`config.mk`:
```
export PLATFORM = sky130hd
export DESIGN_NAME = l2_arbiter
export DESIGN_NICKNAME = d
export VERILOG_FILES = /design/src/rtl/lc3b_types.sv /design/src/rtl/l2_arbiter.sv
export SDC_FILE = /design/constraint.sdc
export NUM_CORES = 1
export LEC_CHECK = 0
export CORE_AREA = 2 2 272 274
export CTS_BUF_LIST = sky130_fd_sc_hd__clkbuf_4 sky130_fd_sc_hd__clkbuf_8 sky130_fd_sc_hd__clkbuf_16
export CTS_CLUSTER_SIZE = 20
export DETAILED_ROUTE_END_ITERATION = 10
export DIE_AREA = 0 0 274 276
export DONT_BUFFER_PORTS = 1
export SYNTH_ARGS = -nofsm -noshare
export SYNTH_HDL_FRONTEND = slang
export SYNTH_SLANG_ARGS = --single-unit
```
`constraint.sdc`:
```
create_clock -name clk -period 2.3 [get_ports clk]
set_input_delay 0.345 -clock clk [delete_from_list [all_inputs] [get_ports clk]]
set_output_delay 0.345 -clock clk [all_outputs]
set_load 0.01 [all_outputs]
```
`src/rtl/lc3b_types.sv`:
```
// Shared LC-3b memory-system types.
// Line width, arbiter FSM states and transaction source tags.
package lc3b_types;

  typedef logic [127:0] lc3b_line;

  typedef enum logic [1:0] {
    IDLE,
    BUSY_I,
    BUSY_D,
    RESP
  } arb_state_t;

  typedef enum logic {
    SRC_I,
    SRC_D
  } arb_src_t;

endpackage

```
`src/rtl/l2_arbiter.sv`:
```
// I/D-cache to unified L2 arbiter, one transaction at a time.
// Define ARB_ROUND_ROBIN_EN for round-robin tie breaking (default: D wins).
module l2_arbiter
  import lc3b_types::*;
#(
  parameter int ADDR_W = 16,
  parameter int LINE_W = 128
) (
  input  logic              clk,
  input  logic              rst_n,
  input  logic [ADDR_W-1:0] i_addr,
  input  logic              i_read,
  output logic [LINE_W-1:0] i_rdata,
  output logic              i_resp,
  input  logic [ADDR_W-1:0] d_addr,
  input  logic              d_read,
  input  logic              d_write,
  input  logic [LINE_W-1:0] d_wdata,
  output logic [LINE_W-1:0] d_rdata,
  output logic              d_resp,
  output logic [ADDR_W-1:0] l2_addr,
  output logic              l2_read,
  output logic              l2_write,
  output logic [LINE_W-1:0] l2_wdata,
  input  logic [LINE_W-1:0] l2_rdata,
  input  logic              l2_resp
);

  arb_state_t        state_q;
  arb_state_t        state_nxt;
  arb_src_t          src_q;
  logic              wr_q;
  logic [ADDR_W-1:0] addr_q;
  logic [LINE_W-1:0] wdata_q;
  logic [LINE_W-1:0] rbuf_q;

  logic i_req;
  logic d_req;
  logic tie_d;
  logic i_win;
  logic d_win;
  logic grant;
  logic busy;

  assign i_req = i_read;
  assign d_req = d_read | d_write;

`ifdef ARB_ROUND_ROBIN_EN
  arb_src_t last_q;

  // Tie goes to whichever port lost the previous grant.
  assign tie_d = (last_q == SRC_I);

  always_ff @(posedge clk or negedge rst_n) begin
    if (!rst_n) begin
      last_q <= SRC_I;
    end else if (state_q == IDLE && grant) begin
      last_q <= d_win ? SRC_D : SRC_I;
    end
  end
`else
  assign tie_d = 1'b1;
`endif

  always_comb begin
    d_win = 1'b0;
    i_win = 1'b0;
    unique case (1'b1)
      d_req && (!i_req || tie_d): d_win = 1'b1;
      i_req && !(d_req && tie_d): i_win = 1'b1;
      default: ;
    endcase
  end

  assign grant = d_win | i_win;

  always_ff @(posedge clk or negedge rst_n) begin
    if (!rst_n) state_q <= IDLE;
    else        state_q <= state_nxt;
  end

  always_comb begin
    state_nxt = state_q;
    unique case (state_q)
      IDLE: begin
        if (d_win)      state_nxt = BUSY_D;
        else if (i_win) state_nxt = BUSY_I;
      end
      BUSY_I, BUSY_D: begin
        if (l2_resp) state_nxt = RESP;
      end
      RESP:    state_nxt = IDLE;
      default: state_nxt = IDLE;
    endcase
  end

  assign busy = (state_q == BUSY_I) || (state_q == BUSY_D);

  always_comb begin
    l2_read  = busy & ~wr_q;
    l2_write = busy & wr_q;
    i_resp   = (state_q == RESP) && (src_q == SRC_I);
    d_resp   = (state_q == RESP) && (src_q == SRC_D);
  end

  // Transaction registers; a write wins over a read on the D port.
  always_ff @(posedge clk or negedge rst_n) begin
    if (!rst_n) begin
      src_q   <= SRC_I;
      wr_q    <= 1'b0;
      addr_q  <= '0;
      wdata_q <= '0;
    end else if (state_q == IDLE && grant) begin
      src_q  <= d_win ? SRC_D : SRC_I;
      wr_q   <= d_win & d_write;
      addr_q <= d_win ? d_addr : i_addr;
      if (d_win) wdata_q <= d_wdata;
    end
  end

  always_ff @(posedge clk or negedge rst_n) begin
    if (!rst_n) begin
      rbuf_q <= '0;
    end else if (busy && l2_resp) begin
      rbuf_q <= l2_rdata;
    end
  end

  assign l2_addr  = addr_q;
  assign l2_wdata = wdata_q;
  assign i_rdata  = rbuf_q;
  assign d_rdata  = rbuf_q;

endmodule

```
==> results.md, run 1 <==
- Total GRT Usage: 8.44%
- Max FO, Critical Path: 42
- Ys Warns: 0
- Final hold vios: 276
- RSZ-0062 raised after global routing: no
- Core ar.: 72600 µm²
- Arr. time, crit path: 2.61 ns
- Hold buffer count at cts: 275
- Crit path launch: state_q[0]$_DFFE_PN0P_
- H-Tree Level Count: 1
- Fin util: 21.2%
- Status: finished with violations
- # nets final: 1224
- CTS Buf Count: 31
- Worst slack at placement: 0.114 ns
- P per Cell Area: 1420 nW/µm²
- Worst path slowest cell: nand2_4
- DP Wirelength: 24.1 mm
- Largest net degree at the start of global routing: 277
- Total chip power: 21.9 mW
- Maximum clock rate: 462 MHz
- Worst path buffer plus inverter count: 2
- TritonCTS clock tree: built
- Post_cts resized: 0
- Yosys top cell by area: dfrtp_1
- Initial antenna violation count: 4
- Synth area leaders: dfrtp_1 60%, mux2_2 15%, mux2_1 9.9%
- VDD IR max: 0.000832 V
- DR vias/cell: 3.53
- Flop-to-flop setup slack: 0.13 ns
- LEAKAGE: 6.30 nW
- Vias in the first global route: 7526
- Drt pass-1 iters: 4
- Unique masters post-synth: 21
- GRT overflow: 0
- Share of the synthesized area in the top cell type: 60.3%
- DR iter-0 viols: 284
- Hold Slack: -0.534 ns
- FF-to-FF path depth: 5
- Clock transition at path regs: 0.06 ns
- Rows: 99
- CP Cell Sequence: inv_1 > ha_1 > nand2_4 > buf_12 > mux2_2
- Period minus WS final: 2.17 ns
- Clock Latency Late Sink: 0.58 ns
- R2r endpoint: d_rdata[122]$_DFFE_PN0P_
- Postcts setup bufs: 0
- Area grow syn2layout: 34.8%
- Crit path max-delay family: simple AND/OR/NAND/NOR gates
- Share of cells above drive strength 1: 24.0%
- Post-Syn Area per Cell: 14.9 µm²
- CTS Buffer Depth: 3
- Post-route ant nets: 0
- Synth Cell Area: 11400 µm²
- GP Congestion: 0.869
- Worst setup margin: 0.134 ns
- First-pass GRT wire length: 49.0 mm
- Mapped Cells: 766
- Slowest cell delay on critical path: 0.46 ns
- Sequential share of the synthesized area: 60.3%
- Routed wire per std cell: 17.8 µm
- Fin cells: 1909
- Worst Setup End Kind: flip-flop
- Worst rel slew slack: 50.2%
- CP Launch Type: flip-flop
- DR vias: 6733
- Period utilization: 94.2%
- Max-cap violations: 0
- Synth Net Count: 1063
- CP Class: reg -> reg
- FF-to-FF Start: state_q[0]$_DFFE_PN0P_
- Die area: 75600 µm²
- Drt total wl: 34.1 mm
- Fin. max-slew vios: 0
- Failing checks: negative hold slack
- Worst Tran Pin Value: 0.744 ns
- Worst EP required: 2.75 ns
- Setup violators final: 0
- Min-delay worst type: in -> async
- Setup TNS: 0 ns
- Clk root buf: clkbuf_16
- Sink Count: 276
- Port buffer count: 0
- Clk_skew: 0.0118 ns
- # DRC: 0
- # IOs: 698
- Placed Instances: 1578
- Die X: 274 µm
- Initial Utilization: 15.8%
- Post-synthesis register bit count: 276
- Die height: 276 µm
## synth_stat cells, drive strengths merged
| cell | count |
|---|---|
| nand2 | 22 |
| mux2i | 18 |
| ha | 3 |
| inv | 2 |
| and2 | 2 |
| o31ai | 1 |
| clkbuf | 2 |
| mux2 | 257 |
| buf | 158 |
| dfrtp | 276 |
| o21ai | 17 |
| nor3 | 1 |
| nor2b | 3 |
| nor2 | 2 |
| a21oi | 2 |
## final cells by class
| type | instances | area (µm²) |
|---|---|---|
| antenna | 1 | 2.50 |
| clock buffer | 46 | 932 |
| clock inverter | 9 | 81.3 |
| fill | 7659 | 57200 |
| inverter | 2 | 7.51 |
| multi-input combinational | 328 | 3380 |
| sequential | 276 | 6910 |
| tap | 959 | 1200 |
| timing repair buffer | 288 | 2910 |
## cell usage in the layout (no fill, tap or decap), types with 2 or more instances in the layout
cell type	n
mux2_1	101
clkinv_2	5
clkbuf_16	31
a21oi_1	2
nand2_1	21
inv_1	2
mux2i_1	18
o21ai_0	14
and2_1	2
nor2b_1	3
mux2_2	156
dlygate4sd3_1	275
ha_1	3
o21ai_1	2
dfrtp_1	276
clkbuf_8	7
buf_4	8
buf_12	5
clkbuf_4	8
clkinv_4	2
## logic make-up after synthesis
group | count (synthesis) | synth area share (%)
DFF | 276 | 60.3
muxes | 275 | 26.9
buffers and inverters | 162 | 10.3
and+or+nand+nor | 30 | 1.17
AOI/OAI and AO/OA | 20 | 0.973
adders and majority gates | 3 | 0.328
## where the power goes
part / total, mW / internal (mW) / switching [mW]
Clock: 4.85 / 2.89 / 1.96
Combinational: 5.11 / 3.08 / 2.03
Sequential: 11.9 / 7.38 / 4.57
Total: 21.9 / 13.4 / 8.56
## layer usage
metal	share of wire, %	up-vias	GRT usage [%]
li1	-	2812	-
met1	34	3484	8.58
met3	12	58	3.80
met4	2.5	4	2.84
met2	51	375	15.1
met5	0.37	-	1.03
## how the worst max path moves through the flow
stage	cells past startpoint	endpoint	slack, ns
after floorplan	6	d_rdata[100]$_DFFE_PN0P_	0.58
final	5	d_rdata[122]$_DFFE_PN0P_	0.13
after CTS	5	d_rdata[119]$_DFFE_PN0P_	0.11
after global routing	5	d_rdata[122]$_DFFE_PN0P_	0.01
after global placement	5	d_rdata[52]$_DFFE_PN0P_	0.18
after detailed placement	5	d_rdata[126]$_DFFE_PN0P_	0.11
## through the flow
step                cell area (µm²)  hold WS [ns]
floorplan                     11400        0.0494
finish                        15400        -0.534
detailed placement            11700        0.0546
CTS                           15400        -0.591
global route                  15400        -0.586
global placement              11700        0.0550
## registers in the layout, summed over array words and instances, names as in the netlist
name      cells
src_q         1
d_rdata     128
state_q       2
wr_q          1
l2_wdata    128
l2_addr      16
Power figures use the tool's default switching activity.
==> run 2: changes to the inputs <==
--- a/config.mk
+++ b/config.mk
@@ -5,12 +5,13 @@
 export SDC_FILE = /design/constraint.sdc
 export NUM_CORES = 1
 export LEC_CHECK = 0
-export CORE_AREA = 2 2 272 274
+export CORE_AREA = 2 2 269 271
 export CTS_BUF_LIST = sky130_fd_sc_hd__clkbuf_4 sky130_fd_sc_hd__clkbuf_8 sky130_fd_sc_hd__clkbuf_16
 export CTS_CLUSTER_SIZE = 20
 export DETAILED_ROUTE_END_ITERATION = 10
-export DIE_AREA = 0 0 274 276
+export DIE_AREA = 0 0 271 273
 export DONT_BUFFER_PORTS = 1
+export MAX_ROUTING_LAYER = met4
 export SYNTH_ARGS = -nofsm -noshare
 export SYNTH_HDL_FRONTEND = slang
 export SYNTH_SLANG_ARGS = --single-unit
==> run 2 against run 1 <==
The run still ends with negative hold slack left. Non-clock buffer count up 15. Core utilization rose by 0.81 points. Total power rose by 2.4%. Die area is 2.2% lower. Largest power group unchanged. Critical path depth is 2 lower. Sequential power hardly changed. Clock power rose by 9.1%. Critical endpoint is now l2_read. Register-to-register slack improved by 0.16 ns.
==> results.md, run 2 (synthesis gave the netlist of run 1 again) <==
- Die area: 74000 µm² (-2.2%)
- FF-to-FF path depth: 5 (unchanged)
- Worst Tran Pin Value: 0.608 ns (-0.136 ns)
- Crit path max-delay family: adder cells
- Crit path launch: state_q[0]$_DFFE_PN0P_
- Period minus WS final: 2.11 ns (-0.0547 ns)
- Drt pass-1 iters: 4 (unchanged)
- First-pass GRT wire length: 46.8 mm (-4.4%)
- Setup violators final: 0 (unchanged)
- H-Tree Level Count: 1 (unchanged)
- Fin. max-slew vios: 0 (unchanged)
- Slowest cell delay on critical path: 0.40 ns (-0.06 ns)
- Multi-input gate area: 3380 µm² (unchanged)
- Clk root buf: clkbuf_16
- Commonest non-fill, non-tap cells in the layout: 287 x dlygate4sd3_1, 276 x dfrtp_1, 156 x mux2_2
- GRT overflow: 0 (unchanged)
- Worst rel slew slack: 59.5% (+9.3 points)
- CTS Buffer Depth: 3 (unchanged)
- Worst Setup EP: l2_read
- Routed wire per std cell: 17.0 µm (-4.6%)
- Failing checks: negative hold slack
- R2r endpoint: d_rdata[102]$_DFFE_PN0P_
- Worst Setup End Kind: output port
- Setup TNS: 0 ns (unchanged)
- Status: finished with violations
- DR vias: 6726 (-0.10%)
- Initial antenna violation count: 5 (+1)
- Rows: 98 (-1.0%)
- Drt total wl: 32.6 mm (-4.3%)
- Fillers: 7377 (-3.7%)
- Worst path buffer plus inverter count: 1 (-1)
- Post_cts resized: 0 (unchanged)
- Final hold vios: 276 (unchanged)
- VDD IR max: 0.000622 V (-25%)
- Arr. time, crit path: 1.77 ns (-0.84 ns)
- Port buffer count: 0 (unchanged)
- CTS Buf Count: 30 (-3.2%)
- Postcts setup bufs: 0 (unchanged)
- DR vias/cell: 3.51 (-0.42%)
- CP Launch Type: flip-flop
- Total chip power: 22.4 mW (+2.4%)
- CP Class: reg -> out
- Hold buffer count at cts: 287 (+4.4%)
- LEAKAGE: 6.41 nW (+1.7%)
- Flop-to-flop setup slack: 0.29 ns (+0.16 ns)
- GP Congestion: 0.812 (-6.6%)
- P per Cell Area: 1430 nW/µm² (+0.85%)
- # IOs: 698 (unchanged)
- Post-route ant nets: 0 (unchanged)
- Worst path slowest cell: ha_1
- # DRC: 0 (unchanged)
- Maximum clock rate: 474 MHz (+2.6%)
- RSZ-0062 raised after global routing: no
- Hold Slack: -0.531 ns (+0.00277 ns)
- DP Wirelength: 23.0 mm (-4.5%)
- Register Area: 6910 µm² (unchanged)
- Clock transition at path regs: 0.06 ns (about the same)
- TritonCTS clock tree: built
- Worst EP required: 1.96 ns (-0.79 ns)
- Die X: 271 µm (-1.1%)
- Max FO, Critical Path: 6 (-86%)
- Max-cap violations: 0 (unchanged)
- Clk_skew: 0.0125 ns (+0.000673 ns)
- Sink Count: 276 (unchanged)
- CP Depth: 3 (-2)
- Initial Utilization: 16.1% (+0.35 points)
- Core ar.: 71000 µm² (-2.2%)
- Commonest non-fill, non-tap cell in the layout: dlygate4sd3_1
- Total GRT Usage: 8.40% (-0.042 points)
- Area grow syn2layout: 36.8%
- Largest net degree at the start of global routing: 277 (unchanged)
- Vias in the first global route: 7499 (-0.36%)
- Period utilization: 91.8% (-2.4 points)
- # nets final: 1238 (+1.1%)
- Min-delay worst type: in -> async
- Clock Latency Late Sink: 0.57 ns (about the same)
- Die height: 273 µm (-1.1%)
- FF-to-FF Start: state_q[0]$_DFFE_PN0P_
- DR iter-0 viols: 228 (-20%)
- CP Cell Sequence: inv_1 > ha_1 > nor2b_1
- Share of cells above drive strength 1: 23.9% (-0.14 points)
## run 2: cell count changes in the layout (fill, tap and decap cells not counted), sizes merged, moves of 2 or more
cell	change
dlygate4sd3	+12
clkinv	-2
bufinv	+4
buf	+3
clkbuf	-2
## run 2: how the worst min path moves through the flow
stage	to	cells past startpoint	start	slack, ns
after detailed placement	l2_wdata[84]$_DFFE_PN0P_	0	rst_n	0.06
after floorplan	d_rdata[0]$_DFFE_PN0P_	0	rst_n	0.05
after global routing	l2_wdata[86]$_DFFE_PN0P_	0	rst_n	-0.59
final	l2_wdata[86]$_DFFE_PN0P_	0	rst_n	-0.53
after CTS	l2_wdata[100]$_DFFE_PN0P_	0	rst_n	-0.59
after global placement	l2_wdata[84]$_DFFE_PN0P_	0	rst_n	0.06
## run 2: final cells by class
type,instances,share of cell area (%)
inverters,2,0.0479
flip-flops and latches,276,44.1
well taps,950,7.59
diodes,2,0.0320
repair buffers,303,19.5
clock inverters,10,1.14
multi-input cells,328,21.6
clock buffers,44,5.98
## run 2: report_power, final
group	switching (mW)	leakage [nW]	internal, mW
logic	2.04	2.59	3.15
registers	4.58	3.26	7.38
clock network	1.94	0.558	3.35
## run 2: per-layer routing
| metal | wire length (µm) | global-route usage [%] | vias to the layer above |
|---|---|---|---|
| met3 | 3520 | 2.86 | 57 |
| met1 | 11900 | 9.45 | 3437 |
| met2 | 16200 | 13.7 | 378 |
| met5 | 0 | - | - |
| li1 | - | - | 2854 |
| met4 | 994 | 3.34 | 0 |
## run 2: per-stage QoR
step           utilization (%)  setup slack [ns]  cell area (µm²)  hold WS [ns]  instances
2_1_floorplan                -             0.582            11400        0.0494        766
3_3_place_gp              16.4             0.317            11700        0.0553       1572
3_5_place_dp              16.4             0.249            11700        0.0554       1572
4_1_cts                   22.0             0.104            15700        -0.594       1913
5_1_grt                   22.1            0.0592            15700        -0.588       1915
6_report                  22.1             0.189            15700        -0.531       1915
